[src/rtl/digit_serial_adder_pkg.sv]
// Shared types for the digit-serial adder.
//   state_t   : control FSM encoding (IDLE, RUN, DONE)
//   cnt_width : digit-counter width for a given digit count (min 1 bit)
package digit_serial_adder_pkg;

    typedef enum logic [1:0] {
        IDLE = 2'b00,
        RUN  = 2'b01,
        DONE = 2'b10
    } state_t;

    function automatic int unsigned cnt_width(input int unsigned n);
        return (n > 1) ? $clog2(n) : 1;
    endfunction

endpackage

[src/rtl/digit_adder.sv]
// Combinational W-bit ripple-carry adder built from full_Adder cells.
// Ports: a, b [W-1:0], cin (inputs); sum [W-1:0], cout (outputs).
module digit_adder #(
    parameter int unsigned W = 4
) (
    input  logic [W-1:0] a,
    input  logic [W-1:0] b,
    input  logic         cin,
    output logic [W-1:0] sum,
    output logic         cout
);

    logic [W:0] carry;

    assign carry[0] = cin;

    // Ripple chain, LSB first
    for (genvar i = 0; i < W; i++) begin : g_bit
        full_Adder u_fa (
            .a   (a[i]),
            .b   (b[i]),
            .cin (carry[i]),
            .sum (sum[i]),
            .cout(carry[i+1])
        );
    end

    assign cout = carry[W];

endmodule

[src/rtl/full_Adder.sv]
// Single-bit full adder cell.
// Ports: a, b, cin (inputs); sum, cout (outputs).
module full_Adder (
    input  logic a,
    input  logic b,
    input  logic cin,
    output logic sum,
    output logic cout
);

    assign sum  = a ^ b ^ cin;
    assign cout = (a & b) | (cin & (a ^ b));

endmodule

[src/rtl/digit_serial_adder.sv]
// Digit-serial adder: adds two WIDTH-bit operands DIGIT bits per cycle.
// Accepts operands in IDLE (in_valid/in_ready), spends N = WIDTH/DIGIT
// cycles in RUN, then presents sum/cout in DONE (out_valid/out_ready).
// Ports:
//   clk, rst             : clock, asynchronous active-high reset
//   in_valid, in_ready   : operand handshake
//   a, b, cin            : operands and carry-in
//   sub                  : subtract select (only with DIGIT_SERIAL_ADDER_ADD_SUB_EN)
//   out_valid, out_ready : result handshake
//   sum, cout            : registered result and carry-out of the MSB digit
// Optional feature macro: DIGIT_SERIAL_ADDER_ADD_SUB_EN (A-B via ~B and carry seed 1).
module digit_serial_adder
    import digit_serial_adder_pkg::*;
#(
    parameter int unsigned WIDTH = 16,
    parameter int unsigned DIGIT = 4
) (
    input  logic             clk,
    input  logic             rst,
    input  logic             in_valid,
    output logic             in_ready,
    input  logic [WIDTH-1:0] a,
    input  logic [WIDTH-1:0] b,
    input  logic             cin,
`ifdef DIGIT_SERIAL_ADDER_ADD_SUB_EN
    input  logic             sub,
`endif
    output logic             out_valid,
    input  logic             out_ready,
    output logic [WIDTH-1:0] sum,
    output logic             cout
);

    localparam int unsigned N     = WIDTH / DIGIT;
    localparam int unsigned CNT_W = cnt_width(N);

    state_t             state_q, state_n;
    logic               accept_c, step_c, last_c;
    logic [WIDTH-1:0]   a_q, b_q;
    logic               carry_q;
    logic [CNT_W-1:0]   cnt_q;
    logic [DIGIT-1:0]   dsum_c;
    logic               dcout_c;
    logic               sub_c;
    logic [WIDTH-1:0]   b_in_c;
    logic               seed_c;

`ifdef DIGIT_SERIAL_ADDER_ADD_SUB_EN
    assign sub_c = sub;
`else
    assign sub_c = 1'b0;
`endif

    // Subtraction is A + ~B + 1; cin is ignored in that mode
    assign b_in_c = sub_c ? ~b : b;
    assign seed_c = sub_c ? 1'b1 : cin;

    // Next-state and per-cycle control
    always_comb begin
        state_n  = state_q;
        accept_c = 1'b0;
        step_c   = 1'b0;
        last_c   = (cnt_q == CNT_W'(N - 1));
        case (state_q)
            IDLE: begin
                if (in_valid) begin
                    accept_c = 1'b1;
                    state_n  = RUN;
                end
            end
            RUN: begin
                step_c = 1'b1;
                if (last_c) begin
                    state_n = DONE;
                end
            end
            DONE: begin
                if (out_ready) begin
                    state_n = IDLE;
                end
            end
            default: state_n = IDLE;
        endcase
    end

    // State register with registered handshake outputs
    always_ff @(posedge clk or posedge rst) begin
        if (rst) begin
            state_q   <= IDLE;
            in_ready  <= 1'b1;
            out_valid <= 1'b0;
        end else begin
            state_q   <= state_n;
            in_ready  <= (state_n == IDLE);
            out_valid <= (state_n == DONE);
        end
    end

    // Adds the current low digit of the shifted operands
    digit_adder #(.W(DIGIT)) u_digit (
        .a   (a_q[DIGIT-1:0]),
        .b   (b_q[DIGIT-1:0]),
        .cin (carry_q),
        .sum (dsum_c),
        .cout(dcout_c)
    );

    // Operand shift registers, carry, digit counter and result
    always_ff @(posedge clk or posedge rst) begin
        if (rst) begin
            a_q     <= '0;
            b_q     <= '0;
            carry_q <= 1'b0;
            cnt_q   <= '0;
            sum     <= '0;
            cout    <= 1'b0;
        end else if (accept_c) begin
            a_q     <= a;
            b_q     <= b_in_c;
            carry_q <= seed_c;
            cnt_q   <= '0;
        end else if (step_c) begin
            a_q     <= a_q >> DIGIT;
            b_q     <= b_q >> DIGIT;
            carry_q <= dcout_c;
            cnt_q   <= cnt_q + CNT_W'(1);
            // Only digit k of the result changes in step k
            for (int k = 0; k < int'(N); k++) begin
                if (cnt_q == CNT_W'(k)) begin
                    sum[k*DIGIT +: DIGIT] <= dsum_c;
                end
            end
            if (last_c) begin
                cout <= dcout_c;
            end
        end
    end

endmodule

[config.mk]
export PLATFORM = sky130hd
export DESIGN_NAME = digit_serial_adder
export DESIGN_NICKNAME = d
export VERILOG_FILES = /design/src/rtl/digit_serial_adder_pkg.sv /design/src/rtl/digit_adder.sv /design/src/rtl/full_Adder.sv /design/src/rtl/digit_serial_adder.sv
export SDC_FILE = /design/constraint.sdc
export NUM_CORES = 1
export LEC_CHECK = 0
export CAP_MARGIN = 15
export CORE_AREA = 2 2 73 75
export CTS_CLUSTER_SIZE = 24
export DETAILED_ROUTE_END_ITERATION = 8
export DIE_AREA = 0 0 75 77
export GPL_TIMING_DRIVEN = 1
export HOLD_SLACK_MARGIN = 0.02
export PLACE_DENSITY = 0.82
export SLEW_MARGIN = 20
export SYNTH_ARGS = -nofsm -noshare
export SYNTH_HDL_FRONTEND = slang
export SYNTH_HIERARCHICAL = 1
export SYNTH_SLANG_ARGS = --single-unit
[constraint.sdc]
create_clock -name clk -period 5.9 [get_ports clk]
set_input_delay 1.18 -clock clk [delete_from_list [all_inputs] [get_ports clk]]
set_output_delay 1.18 -clock clk [all_outputs]
set_load 0.02 [all_outputs]
### Word-level counts from Yosys, hierarchy flattened

Cells that the tools add are included.

* input bits: 37
* register bits: 56
* output and inout port bits: 19

* reduce and logical (&&, ||, !) cells: 8
* eq/ne operators: 6
* add/sub/neg operators: 1
* bitwise gates (word level): 21
* multiplexer cells: 15

Operators with widths (number)
* 2-to-1 mux 16 bit: 4
* AND reduction 3 bit: 4
* 2-to-1 mux 2 bit: 5
* bitwise AND 1 bit: 8
* == test 2 bit, second input constant: 4
* bitwise XOR 1 bit: 8
* zero test 2 bit: 3
* one-hot mux 2 bit (3 select lines): 1
* 2-to-1 mux 1 bit: 5
* == test 2 x 1 -> 1 bit, second input constant: 2
* bitwise OR 1 bit: 4
* adder 2 x 1 -> 2 bit, second input constant: 1
* nonzero test 2 bit: 1
* inverter 1 bit: 1

### Logic depth before layout (Yosys ltp)

Gate-level depths: netlist of run 1.

* word-level depth: 11
* gate-level depth with buffers: 6
* mapped depth without buffers: 6

### By module

The synthesis of run 1 kept the hierarchy.

Modules (own cells, without submodules)
* digit_serial_adder: area each 2516.2 um^2, times used 1, cells an instance 224, seq. area each 1402.6 um^2
* full_Adder: area each 20.0 um^2, times used 4, cells an instance 1, seq. area each 0.0 um^2

### Worst setup path before layout of run 1

OpenSTA, ideal clock, no wires.

* path type: register to register
* start: reg a_q[0]
* end: reg sum[11]
* cell stages (with the launch flop): 6
* required time: 5.775 ns
* buffers on the path: 0
* setup slack: 3.464 ns
* arrival: 2.311 ns
* cell sequence: dfrtp_1 > fa_1 > fa_1 > fa_1 > fa_1 > mux2_2

* cells in the longest elaborated chain, start to end: 8

Ends and longest elaborated chain
* start: declaration: RTL line digit_serial_adder.sv:39 `logic [WIDTH-1:0] a_q, b_q;`
* start signal: assignment: RTL line digit_serial_adder.sv:123 `a_q <= a_q >> DIGIT;`
* bitwise XOR 1 bit: RTL line full_Adder.sv:12 `assign cout = (a & b) | (cin & (a ^ b));`
* bitwise AND 1 bit: RTL line full_Adder.sv:12
* bitwise OR 1 bit (*): RTL line full_Adder.sv:12
* named net u_digit.carry[1]: RTL line digit_adder.sv:13 `logic [W:0] carry;`
* bitwise AND 1 bit (*): RTL line full_Adder.sv:12
* bitwise OR 1 bit (*): RTL line full_Adder.sv:12
* named net u_digit.carry[2]: RTL line digit_adder.sv:13
* bitwise AND 1 bit (*): RTL line full_Adder.sv:12
* bitwise OR 1 bit (*): RTL line full_Adder.sv:12
* named net u_digit.carry[3]: RTL line digit_adder.sv:13
* bitwise XOR 1 bit (*): RTL line full_Adder.sv:11 `assign sum = a ^ b ^ cin;`
* named net dsum_c[3]: RTL line digit_serial_adder.sv:42 `logic [DIGIT-1:0] dsum_c;`
* end signal: indexed assignment: RTL line digit_serial_adder.sv:130 `sum[k*DIGIT +: DIGIT] <= dsum_c;`
* end: declaration: RTL line digit_serial_adder.sv:30 `output logic [WIDTH-1:0] sum,`

Mark *: on every way through the listed nets, which the timed path passes. The rest lies on a longest branch.
A chain may end at the register's enable or synchronous reset.

### Final worst setup path of run 1

* start: in in_valid
* end: reg b_q[12]

* cells in the longest elaborated chain, start to end: 3

Ends and longest elaborated chain
* start: declaration: RTL line digit_serial_adder.sv:20 `input logic in_valid,`
* 2-to-1 mux 1 bit (*): RTL line digit_serial_adder.sv:66 `if (in_valid) begin`
* 2-to-1 mux 1 bit (*): RTL line digit_serial_adder.sv:64 `case (state_q)`
* 2-to-1 mux 16 bit / nonzero test 2 bit (equally long branches)
* end signal: assignment: RTL line digit_serial_adder.sv:119 `b_q <= b_in_c;`
* end signal: assignment: RTL line digit_serial_adder.sv:124 `b_q <= b_q >> DIGIT;`
* end: declaration: RTL line digit_serial_adder.sv:39

Every way passes the cells marked *; elsewhere a longest branch is shown, timed or not.

==> results of run 1 <==
-- registers in the layout, summed over array words and instances, names as in the netlist --
register and count:
a_q 16, b_q 16, carry_q 1, cnt_q 2
cout 1, in_ready 1, out_valid 1, state_q 2
sum 16
-- stage by stage --
step	setup WS, ps	instance area, sq um	hold slack, ps	utilization (%)
2_1_floorplan	3350	2596	467.0	-
3_3_place_gp	2944	3136	484.3	63.00
3_5_place_dp	2876	3138	491.4	63.05
4_1_cts	3222	3228	516.0	64.86
5_1_grt	3127	3228	527.2	64.86
6_report	3245	3228	511.0	64.86
-- cell families after synthesis --
kind of cell / count (synthesis)
AO/OA/AOI/OAI: 18
adder cells (fa/ha/maj): 8
buffers and inverters: 18
flip-flops: 56
multiplexers: 17
AND/OR/NAND/NOR: 111
-- routing by layer --
metal	vias up	global-route usage, %
li1	898	-
met1	900	26.79
met2	64	29.74
met3	12	4.862
met4	0	6.607
met5	-	0
-- final timing paths --
check / start / to / slack [ps] / cells after the start
min in group asynchronous: rst / sum[5] / 1320 / 2
max in group asynchronous: rst / a_q[5] / 4150 / 2
worst min-delay path: sum[7] / sum[7] / 510 / 1
worst max register to register: a_q[0] / sum[11] / 3300 / 5
worst min register to register: sum[7] / sum[7] / 510 / 1
worst max-delay path: in_valid / b_q[12] / 3250 / 4
-- worst reg2reg max path, stage by stage, from the launching register on --
cell and delay, ps:
dfrtp_1 430, fa_1 450, fa_1 390, fa_1 400, fa_1 520, mux2_2 300
-- synth_stat cells --
master / number
o21ai_0: 2
or2b_2: 1
nor2b_4: 1
nand2b_1: 1
nand2b_2: 1
nor2_2: 3
clkbuf_1: 2
ha_1: 4
fa_1: 4
nand2_2: 1
dfrtp_1: 55
o21ba_4: 1
o22ai_1: 5
a22o_1: 8
nor4b_1: 4
nand2_1: 8
nor2b_1: 5
dfstp_2: 1
nor2_1: 19
mux2_2: 17
or2_1: 1
buf_4: 2
buf_8: 1
a21oi_1: 2
buf_6: 3
inv_1: 3
buf_2: 7
nor3_1: 46
nor3b_1: 20
-- power groups by stage --
stage | clock network [W] | logic [W] | registers, W
2_1_floorplan | 0 | 0.000610 | 0.000755
3_3_place_gp | 0 | 0.000879 | 0.000706
3_5_place_dp | 0 | 0.000923 | 0.000717
4_1_cts | 0.000216 | 0.000925 | 0.000708
5_1_grt | 0.000234 | 0.00102 | 0.000732
6_report | 0.000215 | 0.000909 | 0.000706
-- area by class of cell --
class,instances,area share [%]
clock buffer,5,2.132
clock inverter,3,0.6589
inverter,3,0.4264
multi-input combinational,154,33.33
sequential,56,43.45
tap,70,2.713
timing repair buffer,56,17.29
==> reports/metrics.yaml, run 1 <==
clk_path_buf_depth: 2
cp_top_family: "simple AND/OR/NAND/NOR gates"
nFillCells: 397
nNetsFinal: 321
final_max_slew_viol_count: 0
drive_above_1_share_pct: 13.00
die_h_um: 77
crit_slowest_cell: "clkdlybuf4s50_1"
p_int_w: 0.001107
synthMuxAreaShare_pct: 7.373
hp-class: "flop to flop"
rsz0062_at_grt: "no"
dieArea_sq_mm: 0.005775
powerDensity_mw_per_mm2: 566.9
finalSetupTns_ps: 0
ys_warn_count: 6
grtUsageTotal_pct: 19.43
core_area_sq_mm: 0.004977
port-buffer-count: 55
leakage_nw: 1.346
wirelength_met1_mm: 2.181
synth.distinct_cells: 29
gp_congestion: 0.7670
clkTransAtPathRegs_ps: 110
path_cells: "clkdlybuf4s50_1 > nand2b_1 > nor2_2 > a22o_1"
dr.pass1.iters: 4
hold_viol_final: 0
postSynthRegisterBits: 56
power.share.combinational_pct: 49.7
ir_drop_mv: 0.2425
grt_max_degree: 58
synth-simple-area-share_pct: 23.76
mostFrequentLayoutCells: "55 x dfrtp_1, 55 x clkdlybuf4s50_1, 46 x nor3_1"
ant_nets: 0
diodes: 0
synth_top_family_by_area: "simple AND/OR/NAND/NOR gates"
pwr-share-clk_pct: 11.8
area.sequential_sq_mm: 0.001403
core.rowCount: 26
synth_xor_area_share_pct: 0
multi_input_area_sq_mm: 0.001076
synth_nets: 273
synthAdderAreaFrac_pct: 5.012
synth_cells: 228
start_kind: "primary input"
grt_pass1_vias: 1816
synth.cell_area_sq_mm: 0.002596
crit_type: "primary input to flop"
die_x_um: 75
fin_crit_ps: 2655
ys_seq_area_share_pct: 54.02
p_sw_share_pct: 39.50
cts_htree_levels: 2
vias: 1874
synth_compound_area_share_pct: 5.301
clk_latency_ps: 320
synth_area_leaders: "dfrtp_1 53%, nor3_1 8.9%, mux2_2 7.4%, nor3b_1 5.8%, fa_1 3.1%"
numClockSinks: 56
overflow: 0
total_power_w: 0.001830
area_growth_pct: 24.34
synth_area_per_cell_sq_um: 11.39
status: "complete, no violations"
power.switching_w: 0.0007229
tightest_slew_ps: 902.8
dp.cells: 339
cpPeakStageDelay_ps: 570
skew_ps: 8.688
cts_made_buffers: 5
maxCapViolCount: 0
worstPathArrival_ps: 2920
fmax_ghz: 0.3767
crit_required_ps: 6170
relSlewSlack_pct: 39.81
ctsResizeCount: 0
cts_setup_buffers: 0
hold_buffers: 0
antenna_found_initial: 0
power_frac_seq_pct: 38.6
initial_core_util_pct: 52.16
drt_iter0_markers: 89
crit_path_end_kind: "flop"
fin_crit_sh_pct: 44.99
ioPinCount: 56
wl_mm: 5.038
finalSetupViolations: 0
cp_max_fo: 22
cts_tree: "yes"
yosys.area.top_type: "dfrtp_1"
via_per_inst: 5.401
dp_hpwl_mm: 3.553
stdcell_count: 347
dr_wl_met3_um: 249
worst-path-buf-inv: 1
highest_layer: "met4"
grt_pass1_wl_mm: 8.542
wl_met2_mm: 2.486
yosysTopAreaCellShare_pct: 53.01
drc: 0
clock-root-buffer: "clkbuf_8"
avgRoutedWirePerCell_um: 14.52
No activity file was read; power rests on OpenSTA's default activity.
==> inputs of run 2 (changes only) <==
Settings changed: CORE_AREA 2 2 73 75 to 2 2 79 81, DIE_AREA 0 0 75 77 to 0 0 81 83, PLACE_DENSITY 0.82 to 0.74.
Clock period 5.9 ns to 2.4 ns, I/O delays scaled along.
==> reports/metrics.yaml, run 2 (synthesized netlist as in run 1, its figures left out) <==
power_frac_seq_pct: 37.7  # -0.9 points
gp_congestion: 0.8386  # +9.3%
crit_required_ps: 2610  # -3560 ps
leakage_nw: 1.382  # +2.7%
powerDensity_mw_per_mm2: 1409  # +150%
drt_iter0_markers: 112  # +26%
overflow: 0  # unchanged
dieArea_sq_mm: 0.006723  # +16%
antenna_found_initial: 0  # unchanged
reg_top3: "a_q x16, b_q x16, sum x16"
skew_ps: 6.478  # -2.210 ps
hold_buffers: 0  # unchanged
postPlaceCellArea_sq_mm: 0.003197  # +1.9%
diodes: 0  # unchanged
fmax_ghz: 0.4262
area.sequential_sq_mm: 0.001403  # unchanged
port-buffer-count: 55  # unchanged
clk_latency_ps: 320  # about the same
cp_max_fo: 4  # -82%
area_growth_pct: 27.61
crit_type: "flop to flop"
nNetsFinal: 326  # +1.6%
die_x_um: 81  # +8.0%
grt_pass1_vias: 1855  # +2.1%
multi_input_area_sq_mm: 0.001086  # +0.93%
total_power_w: 0.004668  # +160%
final_max_slew_viol_count: 0  # unchanged
fin_ws_ps: 53.65  # -3192 ps
grtUsageTotal_pct: 17.14  # -2.3 points
worstPathArrival_ps: 2550  # -370 ps
cp_top_family: "adder cells"
clkTransAtPathRegs_ps: 100  # about the same
die_h_um: 83  # +7.8%
drc: 0  # unchanged
cpPeakStageDelay_ps: 460  # -110 ps
relSlewSlack_pct: 60.70  # +21 points
crit_slowest_cell: "fa_2"
dpl_worst_slack_ps: -57.84  # -2933 ps
tightest_slew_ps: 589.5  # -313.3 ps
initial_core_util_pct: 44.64  # -7.5 points
status: "complete, no violations"
worst-path-stages: 5  # +1
core.rowCount: 28  # +7.7%
ioPinCount: 56  # unchanged
cpMostUsedCell: "fa_2"
grt_max_degree: 40  # -31%
hp-class: "primary input to async pin"
hold_viol_final: 0  # unchanged
ant_nets: 0  # unchanged
numClockSinks: 56  # unchanged
drive_above_1_share_pct: 15.60  # +2.6 points
fin_area_sq_mm: 0.003313  # +2.6%
fin_crit_ps: 2346
finalSetupViolations: 0  # unchanged
avgRoutedWirePerCell_um: 14.65  # +0.92%
p_int_w: 0.002893  # +160%
cts_htree_levels: 2  # unchanged
power.share.combinational_pct: 48.9  # -0.8 points
fin_crit_sh_pct: 97.76
rsz0062_at_grt: "no"
clk_path_buf_depth: 2  # unchanged
power.switching_w: 0.001775  # +150%
path_cells: "fa_2 > fa_2 > fa_2 > fa_2 > mux2_2"
cts_made_buffers: 5  # unchanged
vias: 1864  # -0.53%
maxCapViolCount: 0  # unchanged
start_kind: "flop"
via_per_inst: 5.221  # -3.3%
dp_hpwl_mm: 3.778  # +6.3%
nFillCells: 518  # +30%
grt_pass1_wl_mm: 8.804  # +3.1%
wl_mm: 5.231  # +3.8%
core_area_sq_mm: 0.005816  # +17%
worst-path-buf-inv: 0  # -1
pwr-share-clk_pct: 13.4  # +1.6 points
ir_drop_mv: 0.5712  # +140%
reg2reg_depth: 5  # unchanged
cts_tree: "yes"
p_sw_share_pct: 38.02  # -1.5 points
crit_path_end_kind: "flop"
dr.pass1.iters: 4  # unchanged
mostFrequentLayoutCells: "55 x dfrtp_1, 55 x clkdlybuf4s50_1, 46 x nor3_1"
clock-root-buffer: "clkbuf_8"
==> run 2: changes by cell type in the layout (fill, tap and decap cells not counted), sizes merged <==
cell,previous run,this run
buf,1,6
clkinv,1,0
bufinv,0,1
clkbuf,5,6
clkinvlp,1,0
==> run 2: area by class of cell <==
type / count / area share, %
inverter: 3 / 0.3399
clock buffer: 6 / 2.190
multi-input combinational: 154 / 32.78
sequential: 56 / 42.33
timing repair buffer: 61 / 18.35
tap: 75 / 2.832
clock inverter: 2 / 1.171
==> run 2: what timing repair did <==
item                       CTS  global route
pin swaps                    1             0
gates resized for setup      1             1
setup endpoints to repair    4             4
setup buffers                0             0
==> run 2: worst reg2reg max path, delay by kind of cell, from the launching register on <==
family / cells / cell delay (ps)
fa+ha+maj: 4 / 1560
flops: 1 / 420
mux: 1 / 270
==> run 2: power groups by stage <==
stage               Clock (W)  Combinational (W)  Sequential (W)
floorplan                   0            0.00151         0.00186
global placement            0            0.00222         0.00176
detailed placement          0            0.00229         0.00178
global route         0.000688            0.00251         0.00183
CTS                  0.000644            0.00230         0.00176
finish               0.000624            0.00228         0.00176
==> run 2: metrics by stage <==
stage	cells	setup TNS [ps]	utilization, %	hold slack, ps
final	357	0	56.97	511.5
after global routing	357	0	56.97	524.0
after CTS	357	0	56.93	511.5
after detailed placement	349	-225.7	54.97	483.2
after global placement	349	-85.45	54.97	483.8
after floorplan	228	0	-	467.0
==> run 2: final timing paths <==
check | start | end | slack, ps
max | a_q[0] | sum[7] | 50
min | rst | sum[0] | 510
max reg2reg | a_q[0] | sum[7] | 50
min reg2reg | sum[0] | sum[0] | 510
max in group asynchronous | rst | a_q[6] | 1330
min in group clk | sum[0] | sum[0] | 510
==> run 2: routing by layer <==
| layer | up-vias | track usage [%] | share of wire [%] |
|---|---|---|---|
| li1 | 903 | - | - |
| met1 | 912 | 21.93 | 44 |
| met2 | 44 | 27.80 | 51 |
| met3 | 5 | 4.022 | 4.0 |
| met4 | 0 | 6.780 | 1.4 |
| met5 | - | 0 | 0 |
==> inputs of run 3 (changes only) <==
Settings changed: CTS_BUF_LIST set to sky130_fd_sc_hd__clkbuf_16.
==> reports/metrics.yaml, run 3 (synthesized netlist as in run 1, its figures left out) <==
status: "complete, no violations"
relSlewSlack_pct: 60.82  # +0.12 points
area_growth_pct: 29.78
drive_above_1_share_pct: 15.60  # unchanged
grtUsageTotal_pct: 17.14  # about the same
holdWs_ps: 506.4  # -5.111 ps
via_per_inst: 5.244  # +0.43%
die_h_um: 83  # unchanged
fmax_ghz: 0.4277  # +0.35%
drt_iter0_markers: 111  # -0.89%
final_max_slew_viol_count: 0  # unchanged
r2r-start: "a_q[0]"
reg2reg_depth: 5  # unchanged
cts_setup_buffers: 0  # unchanged
postPlaceCellArea_sq_mm: 0.003197  # unchanged
cts_tree: "yes"
cp_max_fo: 4  # unchanged
cts_htree_levels: 2  # unchanged
grt_pass1_wl_mm: 8.914  # +1.2%
dieArea_sq_mm: 0.006723  # unchanged
clk_path_buf_depth: 2  # unchanged
clkTransAtPathRegs_ps: 70  # -30 ps
maxCapViolCount: 0  # unchanged
initial_core_util_pct: 44.64  # unchanged
tightest_slew_ps: 587.7  # -1.794 ps
crit_type: "flop to flop"
port-buffer-count: 55  # unchanged
dr.pass1.iters: 4  # unchanged
hold_buffers: 0  # unchanged
start_kind: "flop"
diodes: 0  # unchanged
wl_mm: 5.249  # +0.34%
numClockSinks: 56  # unchanged
fin_crit_ps: 2338  # -8.171 ps
hp-class: "flop to flop"
overflow: 0  # unchanged
ant_nets: 0  # unchanged
powerDensity_mw_per_mm2: 1443  # +2.4%
r2r_slack_ps: 60  # about the same
crit_path_end_kind: "flop"
rsz0062_at_grt: "no"
die_x_um: 81  # unchanged
clock-root-buffer: "clkbuf_16"
antenna_found_initial: 0  # unchanged
drc: 0  # unchanged
leakage_nw: 1.412  # +2.2%
cts_made_buffers: 5  # unchanged
skew_ps: 2.567  # -3.911 ps
crit_end: "sum[7]"
crit_required_ps: 2580  # -30 ps
grt_max_degree: 40  # unchanged
core_area_sq_mm: 0.005816  # unchanged
gp_congestion: 0.8386  # unchanged
finalSetupViolations: 0  # unchanged
ir_drop_mv: 0.6646  # +16%
mostFrequentLayoutCells: "55 x dfrtp_1, 55 x clkdlybuf4s50_1, 46 x nor3_1"
crit_path_start: "a_q[0]"
fin_crit_sh_pct: 97.42  # -0.34 points
worstPathArrival_ps: 2520  # -30 ps
r2r_end: "sum[7]"
core.rowCount: 28  # unchanged
nNetsFinal: 326  # unchanged
ioPinCount: 56  # unchanged
hold_viol_final: 0  # unchanged
dp_hpwl_mm: 3.778  # unchanged
avgRoutedWirePerCell_um: 14.70  # +0.34%
reg_top3: "a_q x16, b_q x16, sum x16"
clk_latency_ps: 290  # -30 ps
grt_pass1_vias: 1861  # +0.32%
fin_area_sq_mm: 0.003369  # +1.7%
vias: 1872  # +0.43%
## run 3: cell types whose count changed in the layout (fill, tap and decap cells not counted), sizes merged
cell	before	now
clkbuf	6	5
inv	4	5
## run 3: how the worst min path moves through the flow
stage                     cells past startpoint  slack (ps)     from       to
final                                         1         510   sum[0]   sum[0]
after global routing                          1         520  b_q[13]  b_q[13]
after CTS                                     1         510  a_q[14]  a_q[14]
after detailed placement                      1         480  a_q[13]  a_q[13]
after global placement                        1         480  b_q[15]  b_q[15]
after floorplan                               1         470  a_q[12]  a_q[12]
## run 3: per-stage QoR
| stage | setup WS [ps] | util, % | std cells | total power, W | setup TNS [ps] |
|---|---|---|---|---|---|
| after floorplan | 11.79 | - | 228 | 0.003371 | 0 |
| after global placement | -21.78 | 54.97 | 349 | 0.003976 | -85.45 |
| after detailed placement | -57.84 | 54.97 | 349 | 0.004071 | -225.7 |
| after CTS | 18.30 | 57.90 | 357 | 0.004903 | 0 |
| after global routing | 11.02 | 57.94 | 357 | 0.005234 | 0 |
| final | 61.82 | 57.94 | 357 | 0.004863 | 0 |
## run 3: worst max-delay path: stages (launching register included)
cell and delay (ps):
dfrtp_1 410, fa_2 400, fa_2 350, fa_2 340
fa_2 460, mux2_2 270
## run 3: repair_timing
item,CTS,global route
cloned,0,0
gates resized for setup,1,1
setup endpoints to repair,4,4
pin swaps,1,0
## run 3: power breakdown
part / internal, W / leakage, nW / switching, W
Combinational: 0.00116 / 0.651 / 0.00111
Clock: 0.000493 / 0.0856 / 0.000327
Sequential: 0.00141 / 0.675 / 0.000350
Total: 0.00307 / 1.41 / 0.00179
## run 3: cell type report
class | count | area, sq um
multi-input cells | 154 | 1086
repair buffers | 61 | 608.1
fillers | 514 | 2446
clock buffers | 5 | 125.1
clock inverters | 3 | 42.54
flip-flops and latches | 56 | 1403
well taps | 75 | 93.84
inverters | 3 | 11.26
## run 3: layer usage
metal  part of all wire (%)  global-route usage (%)
met1                     43                   22.37
met2                     52                   28.47
met3                    3.8                   2.935
met4                    1.5                   6.009
met5                      0                       0
